--- config.mk ---
export PLATFORM = sky130hd
export DESIGN_NAME = foc_torque_scheduler_flat
export DESIGN_NICKNAME = d
export VERILOG_FILES = /design/src/rtl/foc_sched_pkg.sv /design/src/rtl/foc_torque_scheduler_if.sv /design/src/rtl/foc_slew_step.sv /design/src/rtl/foc_torque_scheduler.sv /design/src/flat_wrapper.sv
export SDC_FILE = /design/constraint.sdc
export NUM_CORES = 1
export LEC_CHECK = 0
export CAP_MARGIN = 20
export CORE_ASPECT_RATIO = 0.5
export CORE_MARGIN = 5
export CORE_UTILIZATION = 60
export DETAILED_ROUTE_END_ITERATION = 16
export PLACE_DENSITY = 0.92
export RECOVER_POWER = 100
export SETUP_SLACK_MARGIN = 0.15
export SYNTH_ARGS = -nofsm -noshare
export SYNTH_HDL_FRONTEND = slang
export SYNTH_SLANG_ARGS = --single-unit
export TNS_END_PERCENT = 5
--- constraint.sdc ---
create_clock -name clk -period 16.9 [get_ports clk]
set_clock_uncertainty 0.15 [all_clocks]
set_input_delay 1.69 -clock clk [delete_from_list [all_inputs] [get_ports clk]]
set_output_delay 1.69 -clock clk [all_outputs]
set_load 0.05 [all_outputs]
--- src/rtl/foc_sched_pkg.sv ---
// Shared definitions for the FOC torque scheduler.
//   sched_state_t : state encoding, also exported on the debug/UART state port
//   SETPOINT_W    : width of the iq/id setpoints and measured currents
//   CNT_W         : width of the dwell timer
package foc_sched_pkg;

    localparam int SETPOINT_W = 16;
    localparam int CNT_W      = 16;

    typedef enum logic [2:0] {
        ST_IDLE     = 3'd0,
        ST_RAMP_POS = 3'd1,
        ST_HOLD_POS = 3'd2,
        ST_RAMP_NEG = 3'd3,
        ST_HOLD_NEG = 3'd4,
        ST_STOP     = 3'd5,
        ST_FAULT    = 3'd6
    } sched_state_t;

endpackage

--- src/rtl/foc_torque_scheduler_if.sv ---
// Connection between the FOC core/control side and the torque scheduler.
//   master : FOC core side; drives init_done, en_idq, iq, enable, clr_fault
//            and consumes the setpoints and status.
//   slave  : the scheduler; consumes the inputs above and drives
//            id_aim, iq_aim, run, fault, state.
interface foc_torque_scheduler_if;
    import foc_sched_pkg::*;

    logic                         init_done;
    logic                         en_idq;
    logic signed [SETPOINT_W-1:0] iq;
    logic                         enable;
    logic                         clr_fault;
    logic signed [SETPOINT_W-1:0] id_aim;
    logic signed [SETPOINT_W-1:0] iq_aim;
    logic                         run;
    logic                         fault;
    logic [2:0]                   state;

    modport master (
        output init_done, en_idq, iq, enable, clr_fault,
        input  id_aim, iq_aim, run, fault, state
    );

    modport slave (
        input  init_done, en_idq, iq, enable, clr_fault,
        output id_aim, iq_aim, run, fault, state
    );

endinterface

--- src/rtl/foc_slew_step.sv ---
// Combinational slew limiter: moves cur toward target by at most step and
// lands exactly on target when it is within reach, so it never overshoots.
//   cur    : current setpoint (signed)
//   target : setpoint being approached (signed)
//   step   : maximum change per call (unsigned)
//   nxt    : next setpoint (signed)
module foc_slew_step
    import foc_sched_pkg::*;
(
    input  logic signed [SETPOINT_W-1:0] cur,
    input  logic signed [SETPOINT_W-1:0] target,
    input  logic        [SETPOINT_W-1:0] step,
    output logic signed [SETPOINT_W-1:0] nxt
);

    // One extra bit so target-cur and cur+/-step cannot wrap.
    logic signed [SETPOINT_W:0] diff;
    logic signed [SETPOINT_W:0] step_s;
    logic signed [SETPOINT_W:0] up;
    logic signed [SETPOINT_W:0] dn;

    always_comb begin
        diff   = {target[SETPOINT_W-1], target} - {cur[SETPOINT_W-1], cur};
        step_s = {1'b0, step};
        up     = {cur[SETPOINT_W-1], cur} + step_s;
        dn     = {cur[SETPOINT_W-1], cur} - step_s;
        if (diff > step_s) begin
            nxt = up[SETPOINT_W-1:0];
        end else if (diff < -step_s) begin
            nxt = dn[SETPOINT_W-1:0];
        end else begin
            nxt = target;
        end
    end

endmodule

--- src/rtl/foc_torque_scheduler.sv ---
// FOC torque-profile scheduler: slews iq_aim to +AMP, dwells, slews to -AMP,
// dwells, repeats. Advances only on en_idq control-cycle pulses.
// Optional over-current trip compiled in with `define FOC_SCHED_TRIP_EN.
//
// Ports:
//   clk, rstn : clock, asynchronous active-low reset
//   bus       : foc_torque_scheduler_if.slave
//               in : init_done, en_idq, iq, enable, clr_fault
//               out: id_aim (always 0), iq_aim, run, fault, state
//
// state       | meaning
// ------------+-----------------------------------------------
// IDLE     0  | iq_aim=0, waiting for init_done && enable
// RAMP_POS 1  | slewing toward +AMP
// HOLD_POS 2  | dwelling at +AMP for DWELL control cycles
// RAMP_NEG 3  | slewing toward -AMP
// HOLD_NEG 4  | dwelling at -AMP for DWELL control cycles
// STOP     5  | enable dropped; slewing back to 0
// FAULT    6  | over-current trip; iq_aim=0 until cleared
module foc_torque_scheduler
    import foc_sched_pkg::*;
#(
    parameter logic [15:0] AMP        = 16'd200,
    parameter logic [15:0] SLEW       = 16'd4,
    parameter logic [15:0] DWELL      = 16'd4096,
    parameter logic [15:0] TRIP_LIMIT = 16'd1000,
    parameter logic [7:0]  TRIP_COUNT = 8'd16
) (
    input  logic                   clk,
    input  logic                   rstn,
    foc_torque_scheduler_if.slave  bus
);

    localparam logic signed [SETPOINT_W-1:0] AMP_POS   = $signed(AMP);
    localparam logic signed [SETPOINT_W-1:0] AMP_NEG   = -$signed(AMP);
    localparam logic        [CNT_W-1:0]      DWELL_EFF = (DWELL == 16'd0) ? 16'd1 : DWELL;

    sched_state_t                 state_q, state_d;
    logic signed [SETPOINT_W-1:0] iq_aim_q, iq_aim_d;
    logic        [CNT_W-1:0]      dwell_q, dwell_d;
    logic                         run_q, run_d;
    logic                         fault_q, fault_d;
    logic signed [SETPOINT_W-1:0] target;
    logic signed [SETPOINT_W-1:0] step_nxt;
    logic                         active;
    logic                         trip_hit;

    assign active = (state_q == ST_RAMP_POS) || (state_q == ST_HOLD_POS) ||
                    (state_q == ST_RAMP_NEG) || (state_q == ST_HOLD_NEG);

    always_comb begin
        case (state_q)
            ST_RAMP_POS: target = AMP_POS;
            ST_RAMP_NEG: target = AMP_NEG;
            default:     target = '0;
        endcase
    end

    foc_slew_step u_step (
        .cur    (iq_aim_q),
        .target (target),
        .step   (SLEW),
        .nxt    (step_nxt)
    );

`ifdef FOC_SCHED_TRIP_EN
    localparam logic [7:0] TRIP_EFF = (TRIP_COUNT == 8'd0) ? 8'd1 : TRIP_COUNT;

    logic        [7:0]            trip_q, trip_d, trip_inc;
    logic signed [SETPOINT_W-1:0] iq_neg;
    logic        [SETPOINT_W-1:0] iq_mag;
    logic                         over_limit;
    logic                         counting;

    // Trip counting only while the profile drives current (run states).
    always_comb begin
        iq_neg = -bus.iq;
        if (bus.iq == 16'sh8000) begin
            iq_mag = 16'h7FFF;
        end else if (bus.iq[SETPOINT_W-1]) begin
            iq_mag = $unsigned(iq_neg);
        end else begin
            iq_mag = $unsigned(bus.iq);
        end
        over_limit = iq_mag > TRIP_LIMIT;
        counting   = bus.init_done && (active || (state_q == ST_STOP));
        trip_inc   = trip_q + 8'd1;
        trip_hit   = counting && bus.en_idq && over_limit && (trip_inc >= TRIP_EFF);
        trip_d     = trip_q;
        if (!counting || trip_hit) begin
            trip_d = '0;
        end else if (bus.en_idq) begin
            trip_d = over_limit ? trip_inc : 8'd0;
        end
    end

    always_ff @(posedge clk or negedge rstn) begin
        if (!rstn) begin
            trip_q <= '0;
        end else begin
            trip_q <= trip_d;
        end
    end
`else
    logic unused_trip;
    assign unused_trip = ^{bus.iq, TRIP_LIMIT, TRIP_COUNT};
    assign trip_hit    = 1'b0;
`endif

    always_ff @(posedge clk or negedge rstn) begin
        if (!rstn) begin
            state_q  <= ST_IDLE;
            iq_aim_q <= '0;
            dwell_q  <= '0;
            run_q    <= 1'b0;
            fault_q  <= 1'b0;
        end else begin
            state_q  <= state_d;
            iq_aim_q <= iq_aim_d;
            dwell_q  <= dwell_d;
            run_q    <= run_d;
            fault_q  <= fault_d;
        end
    end

    // FAULT ignores init_done and en_idq; init_done loss overrides everything else.
    always_comb begin
        state_d  = state_q;
        iq_aim_d = iq_aim_q;
        dwell_d  = dwell_q;
        if (state_q == ST_FAULT) begin
            iq_aim_d = '0;
            if (bus.clr_fault && !bus.enable) begin
                state_d = ST_IDLE;
            end
        end else if (!bus.init_done) begin
            state_d  = ST_IDLE;
            iq_aim_d = '0;
            dwell_d  = '0;
        end else if (bus.en_idq) begin
            if (trip_hit) begin
                state_d  = ST_FAULT;
                iq_aim_d = '0;
                dwell_d  = '0;
            end else if (!bus.enable && active) begin
                state_d = ST_STOP;
            end else begin
                case (state_q)
                    ST_IDLE: begin
                        iq_aim_d = '0;
                        if (bus.enable) begin
                            state_d = ST_RAMP_POS;
                        end
                    end
                    ST_RAMP_POS: begin
                        iq_aim_d = step_nxt;
                        if (step_nxt == AMP_POS) begin
                            state_d = ST_HOLD_POS;
                            dwell_d = DWELL_EFF;
                        end
                    end
                    ST_HOLD_POS: begin
                        if (dwell_q <= 16'd1) begin
                            state_d = ST_RAMP_NEG;
                        end else begin
                            dwell_d = dwell_q - 16'd1;
                        end
                    end
                    ST_RAMP_NEG: begin
                        iq_aim_d = step_nxt;
                        if (step_nxt == AMP_NEG) begin
                            state_d = ST_HOLD_NEG;
                            dwell_d = DWELL_EFF;
                        end
                    end
                    ST_HOLD_NEG: begin
                        if (dwell_q <= 16'd1) begin
                            state_d = ST_RAMP_POS;
                        end else begin
                            dwell_d = dwell_q - 16'd1;
                        end
                    end
                    ST_STOP: begin
                        iq_aim_d = step_nxt;
                        if (step_nxt == 16'sd0) begin
                            state_d = ST_IDLE;
                        end
                    end
                    default: begin
                        state_d  = ST_IDLE;
                        iq_aim_d = '0;
                    end
                endcase
            end
        end
    end

    // Status decoded from the next state and registered with it, so run/fault
    // change on the same edge as state.
    always_comb begin
        run_d = (state_d != ST_IDLE) && (state_d != ST_FAULT);
`ifdef FOC_SCHED_TRIP_EN
        fault_d = (state_d == ST_FAULT);
`else
        fault_d = 1'b0;
`endif
    end

    assign bus.id_aim = '0;
    assign bus.iq_aim = iq_aim_q;
    assign bus.run    = run_q;
    assign bus.fault  = fault_q;
    assign bus.state  = state_q;

endmodule

--- src/flat_wrapper.sv ---
// flat-port wrapper written by rule: the top's interface ports become plain ports
module foc_torque_scheduler_flat import foc_sched_pkg::*;
#(
    parameter logic [15:0] AMP        = 16'd200,
    parameter logic [15:0] SLEW       = 16'd4,
    parameter logic [15:0] DWELL      = 16'd4096,
    parameter logic [15:0] TRIP_LIMIT = 16'd1000,
    parameter logic [7:0]  TRIP_COUNT = 8'd16
)
  (clk, rstn, bus_init_done, bus_en_idq, bus_iq, bus_enable, bus_clr_fault, bus_id_aim, bus_iq_aim, bus_run, bus_fault, bus_state);
  foc_torque_scheduler_if bus_i ();
  input  logic clk;
  input  logic rstn;
  input wire logic [$bits(bus_i.init_done)-1:0] bus_init_done;
  input wire logic [$bits(bus_i.en_idq)-1:0] bus_en_idq;
  input wire logic [$bits(bus_i.iq)-1:0] bus_iq;
  input wire logic [$bits(bus_i.enable)-1:0] bus_enable;
  input wire logic [$bits(bus_i.clr_fault)-1:0] bus_clr_fault;
  output wire logic [$bits(bus_i.id_aim)-1:0] bus_id_aim;
  output wire logic [$bits(bus_i.iq_aim)-1:0] bus_iq_aim;
  output wire logic [$bits(bus_i.run)-1:0] bus_run;
  output wire logic [$bits(bus_i.fault)-1:0] bus_fault;
  output wire logic [$bits(bus_i.state)-1:0] bus_state;
  assign bus_i.init_done = bus_init_done;
  assign bus_i.en_idq = bus_en_idq;
  assign bus_i.iq = bus_iq;
  assign bus_i.enable = bus_enable;
  assign bus_i.clr_fault = bus_clr_fault;
  assign bus_id_aim = bus_i.id_aim;
  assign bus_iq_aim = bus_i.iq_aim;
  assign bus_run = bus_i.run;
  assign bus_fault = bus_i.fault;
  assign bus_state = bus_i.state;
  foc_torque_scheduler #(.AMP(AMP), .SLEW(SLEW), .DWELL(DWELL), .TRIP_LIMIT(TRIP_LIMIT), .TRIP_COUNT(TRIP_COUNT)) u_core (.clk(clk), .rstn(rstn), .bus(bus_i));
endmodule
==> results of run 1 <==
==> cells by family after synthesis <==
| logic type | synth area share |
|---|---|
| mux | 0.00523 |
| xor+xnor | 0.0317 |
| compound gates | 0.334 |
| simple gates | 0.259 |
| other cells | 0.000979 |
| fa+ha+maj | 0.0490 |
| flops | 0.235 |
| buf+inv | 0.0856 |
==> power by group through the flow <==
stage	combinational [mW]	sequential (mW)	clock [mW]
after floorplan	0.570	0.164	0
after global placement	0.734	0.137	0
after detailed placement	0.752	0.139	0
after CTS	0.762	0.137	0.0918
after global routing	0.845	0.141	0.0949
final	0.777	0.138	0.0903
==> critical path, cell delays in order, from the launching register on <==
cell      delay, ns
dfrtp_1        0.69
inv_1          0.18
nand2_1        0.15
inv_1          0.16
nand2_1        0.23
inv_1          0.26
ha_1           0.34
or3_1          0.42
o22a_1         0.31
a211oi_1       0.40
nand2_1        0.09
a31oi_1        0.33
nor3_1         0.18
a21oi_1        0.79
a221oi_1       0.22
o211ai_1       0.54
nand3_1        0.24
or4_1          0.50
o21ai_0        0.43
a21oi_1        0.47
or2_0          0.62
o41ai_1        0.42
==> placed cells by master (no fill, tap or decap), types with 15 or more instances in the layout <==
master	netlist	layout
nor3_1	25	25
a21oi_1	27	28
dfrtp_1	36	36
nand3_1	22	22
inv_1	31	32
nand2_1	51	51
dlygate4sd3_1	0	21
ha_1	15	15
o21ai_0	42	45
conb_1	1	17
nor2_1	47	47
==> routing by layer <==
layer  track usage  routed length (um)  up-vias
met1         0.328                4210     1880
met2         0.428                4880      226
met3        0.0628                1120       29
met5             0                   0        -
met4        0.0897                 223        0
li1              -                   -     1918
==> through the flow <==
step           setup slack, ns  cell area (um^2)   util
6_report                  8.65              4180  0.682
5_1_grt                   8.08              4180  0.682
4_1_cts                   9.44              4200  0.684
3_5_place_dp              9.61              4050  0.661
3_3_place_gp              9.79              4050  0.661
2_1_floorplan            11.08              3890      -
==> final cells by class <==
| class | count | share of cell area |
|---|---|---|
| multi-input combinational | 425 | 0.632 |
| sequential | 36 | 0.216 |
| timing repair buffer | 27 | 0.0626 |
| clock buffer | 8 | 0.0350 |
| inverter | 32 | 0.0287 |
| tap | 88 | 0.0263 |
==> flip-flops by register name, indices dropped and copies added, names as in the netlist <==
signal and cells:
u_core.bus.state 3, u_core.bus.run 1, u_core.dwell_q 16, u_core.bus.iq_aim 16
==> path summary, 6_finish.rpt <==
check                      slack (ns)                    to  depth (start not counted)                 from
max                              8.65    u_core.dwell_q[10]                         21  u_core.bus.state[2]
min                              0.34     u_core.dwell_q[5]                          2    u_core.dwell_q[5]
max reg2reg                      8.65    u_core.dwell_q[10]                         21  u_core.bus.state[2]
min reg2reg                      0.34     u_core.dwell_q[5]                          2    u_core.dwell_q[5]
max in group asynchronous       13.13  u_core.bus.iq_aim[2]                          2                 rstn
min in group asynchronous        2.35        u_core.bus.run                          2                 rstn
==> results.py, run 1 <==
metrics = {
    "run_status": {
        "outcome": "finished with violations",
        "violations": "max-capacitance violations, max-slew violations",
    },
    "clocking": {
        "cts.sinks": 36,
        "post-cts-setup-buffers": 0,
        "clockBufferDepth": 2,
        "cts_tree": "built",
        "root_buffer": "clkbuf_16",
        "cts_repair_resize_count": 0,
        "htreeDepth": 2,
        "clkLatencyLatePin_ns": 0.28,
        "cts_hold_buf": 0,
        "path_clk_slew_ns": 0.05,
        "cts_buffers": 5,
    },
    "setup_path": {
        "worstPathRequired_ns": 16.91,
        "critPathCaptureType": "flip-flop",
        "crit_arrival_ns": 8.26,
        "cp-start-kind": "flip-flop",
        "worst-setup-path-type": "flip-flop to flip-flop",
        "cp_max_fo": 18,
    },
    "power": {
        "p_int_uw": 426,
        "vdd_drop_max_uv": 97.1,
        "p_total_mw": 1.01,
        "power.net_switching_uw": 580,
        "p_per_area_nw_per_um2": 241,
        "p_seq_frac": 0.137,
        "p_leak_nw": 1.83,
        "pwr-share-comb": 0.773,
        "clkPwrFrac": 0.090,
        "switching_share": 0.577,
    },
    "hold_path": {
        "hold_class": "flip-flop to flip-flop",
    },
    "flow_run": {
        "max_cap_violations": 1,
    },
    "synth": {
        "netlist_area_um2": 3830,
        "avgSynthCellArea_um2": 7.49,
        "yosys_warnings": 0,
        "ys_ff_latch": 36,
        "synth-seq-area-share": 0.235,
        "synth_edf_count": 0,
        "synthTopCellsByCount": "nand2_1 (51), nor2_1 (47), o21ai_0 (42)",
        "synth_flop_cell": "dfrtp_1",
        "synth_top_area_frac": 0.235,
        "synth_cells": 511,
        "yosysTopAreaCell": "dfrtp_1",
        "yosys.cell_count.top_type": "nand2_1",
        "postSynth.asyncResetShare": 1.00,
        "synthTopCellsByArea": "dfrtp_1 (24%), o21ai_0 (5.5%), nand2_1 (5.0%)",
        "synth.distinct_cells": 71,
    },
    "final_layout": {
        "multi_input_area_um2": 2640,
        "layout.area.seq_um2": 901,
        "drive_gt1_frac": 0.0473,
        "nNetsFinal": 564,
        "area_delta_synth_final_pct": 9.15,
        "final_cell_count_no_fill": 616,
        "diodes": 0,
        "fillers": 510,
    },
    "grt": {
        "grt_pass1_vias": 3600,
        "grt_usage": 0.257,
        "grt_pass1_wl_um": 16900,
        "gr-total-overflow": 0,
        "grt_max_degree": 37,
        "antenna_found_initial": 0,
    },
    "timing": {
        "rsz0062_at_grt": "false",
        "final-hold-violation-count": 0,
        "period_needed_ns": 8.25,
        "setup_violations": 0,
        "max_freq_mhz": 121,
        "drv_slew": 37,
        "tightest_slew_ns": 1.96,
        "max-slew-margin-rel": -0.305,
        "setup_tns_ns": 0,
        "fin_crit_sh": 0.488,
        "worst_hold_slack_ns": 0.345,
    },
    "floorplanning": {
        "initial_core_util": 0.625,
        "die-area_um2": 8180,
        "fp.dieH_um": 66.5,
        "io_pins": 59,
        "rows": 20,
        "coreArea_um2": 6130,
        "die_w_um": 123,
    },
    "routing": {
        "drc": 0,
        "wl_per_cell_um": 16.9,
        "route.vias.total": 4053,
        "drt-total-wl_um": 10400,
        "initialDrtViolationCount": 447,
        "dr.pass1.iters": 6,
        "drt-vias-per-instance": 6.58,
        "ant_nets": 0,
    },
    "placed_design": {
        "placedCellCount": 607,
        "hpwl_um": 7490,
        "io_buffers": 25,
        "gp_congestion": 0.931,
    },
}
(Power assumes the default switching activity.)
==> run 2: changes to the inputs <==
Settings changed: CORE_UTILIZATION 60 to 50, PLACE_DENSITY 0.92 to 0.82.
Clock period 16.9 ns to 6.9 ns, I/O delays scaled along.
==> run 2 against run 1 <==
Against the previous run: wire length fell by 0.26%; utilization fell by 9.6 points; die area rose by 18%; the flow still finishes with violations (max-capacitance violations, max-slew violations); via count fell by 1.2%; flip-flop and latch count did not move; critical path depth rose by 1; non-clock buffer count rose by 9; global-route usage fell by 4.7 points; largest cell class unchanged; sequential share of layout area fell by 0.70 points; worst setup slack got worse by 8.1 ns; register-to-register slack got worse by 8.1 ns; final area rose by 3.4%.
==> results.py, run 2 (same netlist as run 1, synthesis figures left out) <==
metrics = {
    "run_status": {
        "outcome": "finished with violations",
        "violations": "max-capacitance violations, max-slew violations",
    },
    "final_layout": {
        "diodes": 0,
        "area_delta_synth_final_pct": 12.8,
        "drive_gt1_frac": 0.0764,
        "final_common_cell": "nand2_1",
        "finalInstanceArea_um2": 4320,
        "nNetsFinal": 573,
        "final_cell_count_no_fill": 633,
        "most-common-layout-cells": "nand2_1 (51), nor2_1 (47), o21ai_0 (43), dfrtp_1 (36), inv_1 (32)",
    },
    "timing": {
        "final-hold-violation-count": 0,
        "max-slew-margin-rel": -0.305,
        "setup_violations": 0,
        "period_needed_ns": 6.31,
        "rsz0062_at_grt": "false",
        "tightest_slew_ns": 1.96,
        "setup_tns_ns": 0,
        "fin_crit_sh": 0.915,
        "drv_slew": 37,
        "max_freq_mhz": 158,
    },
    "setup_path": {
        "r2r-start": "u_core.bus.state[2]",
        "cp-start-kind": "flip-flop",
        "crit_chain": "inv_1 > nand2_1 > inv_1 > nand2_1 > inv_1 > ha_1 > or3_1 > o22ai_2 > a21oi_1 > o211ai_1 > nand2_1 > nor4_2 > a21oi_2 > a22oi_1 > o21ai_0 > or4_1 > or4_1 > o21ai_2 > a21oi_1 > or2_0 > buf_4 > o41ai_1",
        "crit_arrival_ns": 6.32,
        "critPathSlowestCell": "or4_1",
        "critPathCaptureType": "flip-flop",
        "endpoint": "u_core.dwell_q[10]",
        "r2r_slack_ns": 0.59,
        "worstPathRequired_ns": 6.91,
        "max_stage_delay_ns": 0.55,
        "worst-setup-path-type": "flip-flop to flip-flop",
        "cp_max_fo": 14,
        "crit_start": "u_core.bus.state[2]",
        "r2r_cells": 22,
        "worstReg2RegEnd": "u_core.dwell_q[10]",
    },
    "floorplanning": {
        "die-area_um2": 9620,
        "initial_core_util": 0.519,
        "die_w_um": 134,
        "io_pins": 59,
        "coreArea_um2": 7380,
        "fp.dieH_um": 71.9,
        "rows": 22,
    },
    "power": {
        "clkPwrFrac": 0.106,
        "p_seq_frac": 0.127,
        "p_total_mw": 2.57,
        "switching_share": 0.559,
        "pwr-share-comb": 0.767,
        "p_leak_nw": 1.90,
        "power.net_switching_mw": 1.44,
        "p_per_area_nw_per_um2": 595,
        "p_int_mw": 1.13,
        "vdd_drop_max_uv": 225,
    },
    "grt": {
        "gr-total-overflow": 0,
        "grt_usage": 0.210,
        "grt_pass1_wl_um": 17100,
        "antenna_found_initial": 0,
        "grt_max_degree": 37,
        "grt_pass1_vias": 3674,
    },
    "flow_run": {
        "max_cap_violations": 1,
    },
    "routing": {
        "initialDrtViolationCount": 267,
        "route.vias.total": 4003,
        "drc": 0,
        "dr.pass1.iters": 5,
        "wl_per_cell_um": 16.5,
        "drt-total-wl_um": 10400,
        "ant_nets": 0,
        "drt-vias-per-instance": 6.32,
    },
    "placed_design": {
        "gp_congestion": 0.984,
        "placedCellCount": 624,
        "io_buffers": 25,
        "hpwl_um": 7750,
        "dpl_cell_area_um2": 4120,
    },
    "clocking": {
        "clockBufferDepth": 2,
        "cts_tree": "built",
        "root_buffer": "clkbuf_16",
        "clkLatencyLatePin_ns": 0.28,
        "path_clk_slew_ns": 0.05,
        "htreeDepth": 2,
        "cts_buffers": 5,
        "cts.sinks": 36,
        "cts_hold_buf": 0,
    },
    "hold_path": {
        "hold_class": "flip-flop to flip-flop",
    },
}
[run 2: critical path, delay by kind of cell (launching register included)]
| family | cells | cell delay [ns] |
|---|---|---|
| buffers and inverters | 4 | 0.61 |
| DFF | 1 | 0.34 |
| AOI/OAI and AO/OA | 9 | 2.09 |
| and+or+nand+nor | 8 | 2.68 |
| adders and majority gates | 1 | 0.34 |
[run 2: through the flow]
stage / hold WS (ns) / setup WS, ns / utilization
2_1_floorplan: 0.244 / 1.08 / -
3_3_place_gp: 0.315 / 0.766 / 0.559
3_5_place_dp: 0.330 / 0.669 / 0.559
4_1_cts: 0.338 / 0.611 / 0.584
5_1_grt: 0.368 / 0.113 / 0.586
6_report: 0.339 / 0.588 / 0.586
[run 2: cell type report]
| class | count | area, um^2 |
|---|---|---|
| Inverter | 32 | 120 |
| Clock buffer | 7 | 153 |
| Sequential cell | 36 | 901 |
| Clock inverter | 1 | 30.0 |
| Multi-Input combinational cell | 425 | 2680 |
| Timing Repair Buffer | 36 | 319 |
| Tap cell | 96 | 120 |
| Fill cell | 681 | 3060 |
[run 2: worst min-delay path by stage]
stage	from	endpoint	slack, ns	cells after the start
after CTS	u_core.dwell_q[15]	u_core.dwell_q[15]	0.34	1
final	u_core.dwell_q[15]	u_core.dwell_q[15]	0.34	1
after detailed placement	u_core.dwell_q[8]	u_core.dwell_q[8]	0.33	1
after global routing	u_core.dwell_q[15]	u_core.dwell_q[15]	0.37	1
after global placement	u_core.dwell_q[15]	u_core.dwell_q[15]	0.31	1
after floorplan	rstn	u_core.bus.iq_aim[0]	0.24	0
[run 2: per-layer routing]
layer / part of all wire / track usage / up-vias
met5: 0 / 0 / -
met4: 0.012 / 0.0502 / 0
met3: 0.066 / 0.0302 / 19
met2: 0.47 / 0.357 / 170
met1: 0.45 / 0.284 / 1877
li1: - / - / 1937
[run 2: power groups by stage]
stage          logic, mW  registers, mW  clock network, mW
6_report            1.97          0.326              0.272
5_1_grt             2.13          0.335              0.285
4_1_cts             1.92          0.325              0.275
3_5_place_dp        1.90          0.328                  0
3_3_place_gp        1.86          0.327                  0
2_1_floorplan       1.40          0.401                  0
[run 2: repair_timing]
action                                  CTS  global route
resized for setup                         0             4
endpoints found under the setup margin    0            14
setup buffers                             0             0
==> run 3: changes to the inputs <==
Settings changed: ABC_CLOCK_PERIOD_IN_PS set to 6900.
==> results of run 3 <==
Final layout, timing and power as in run 2 (identical DEF).
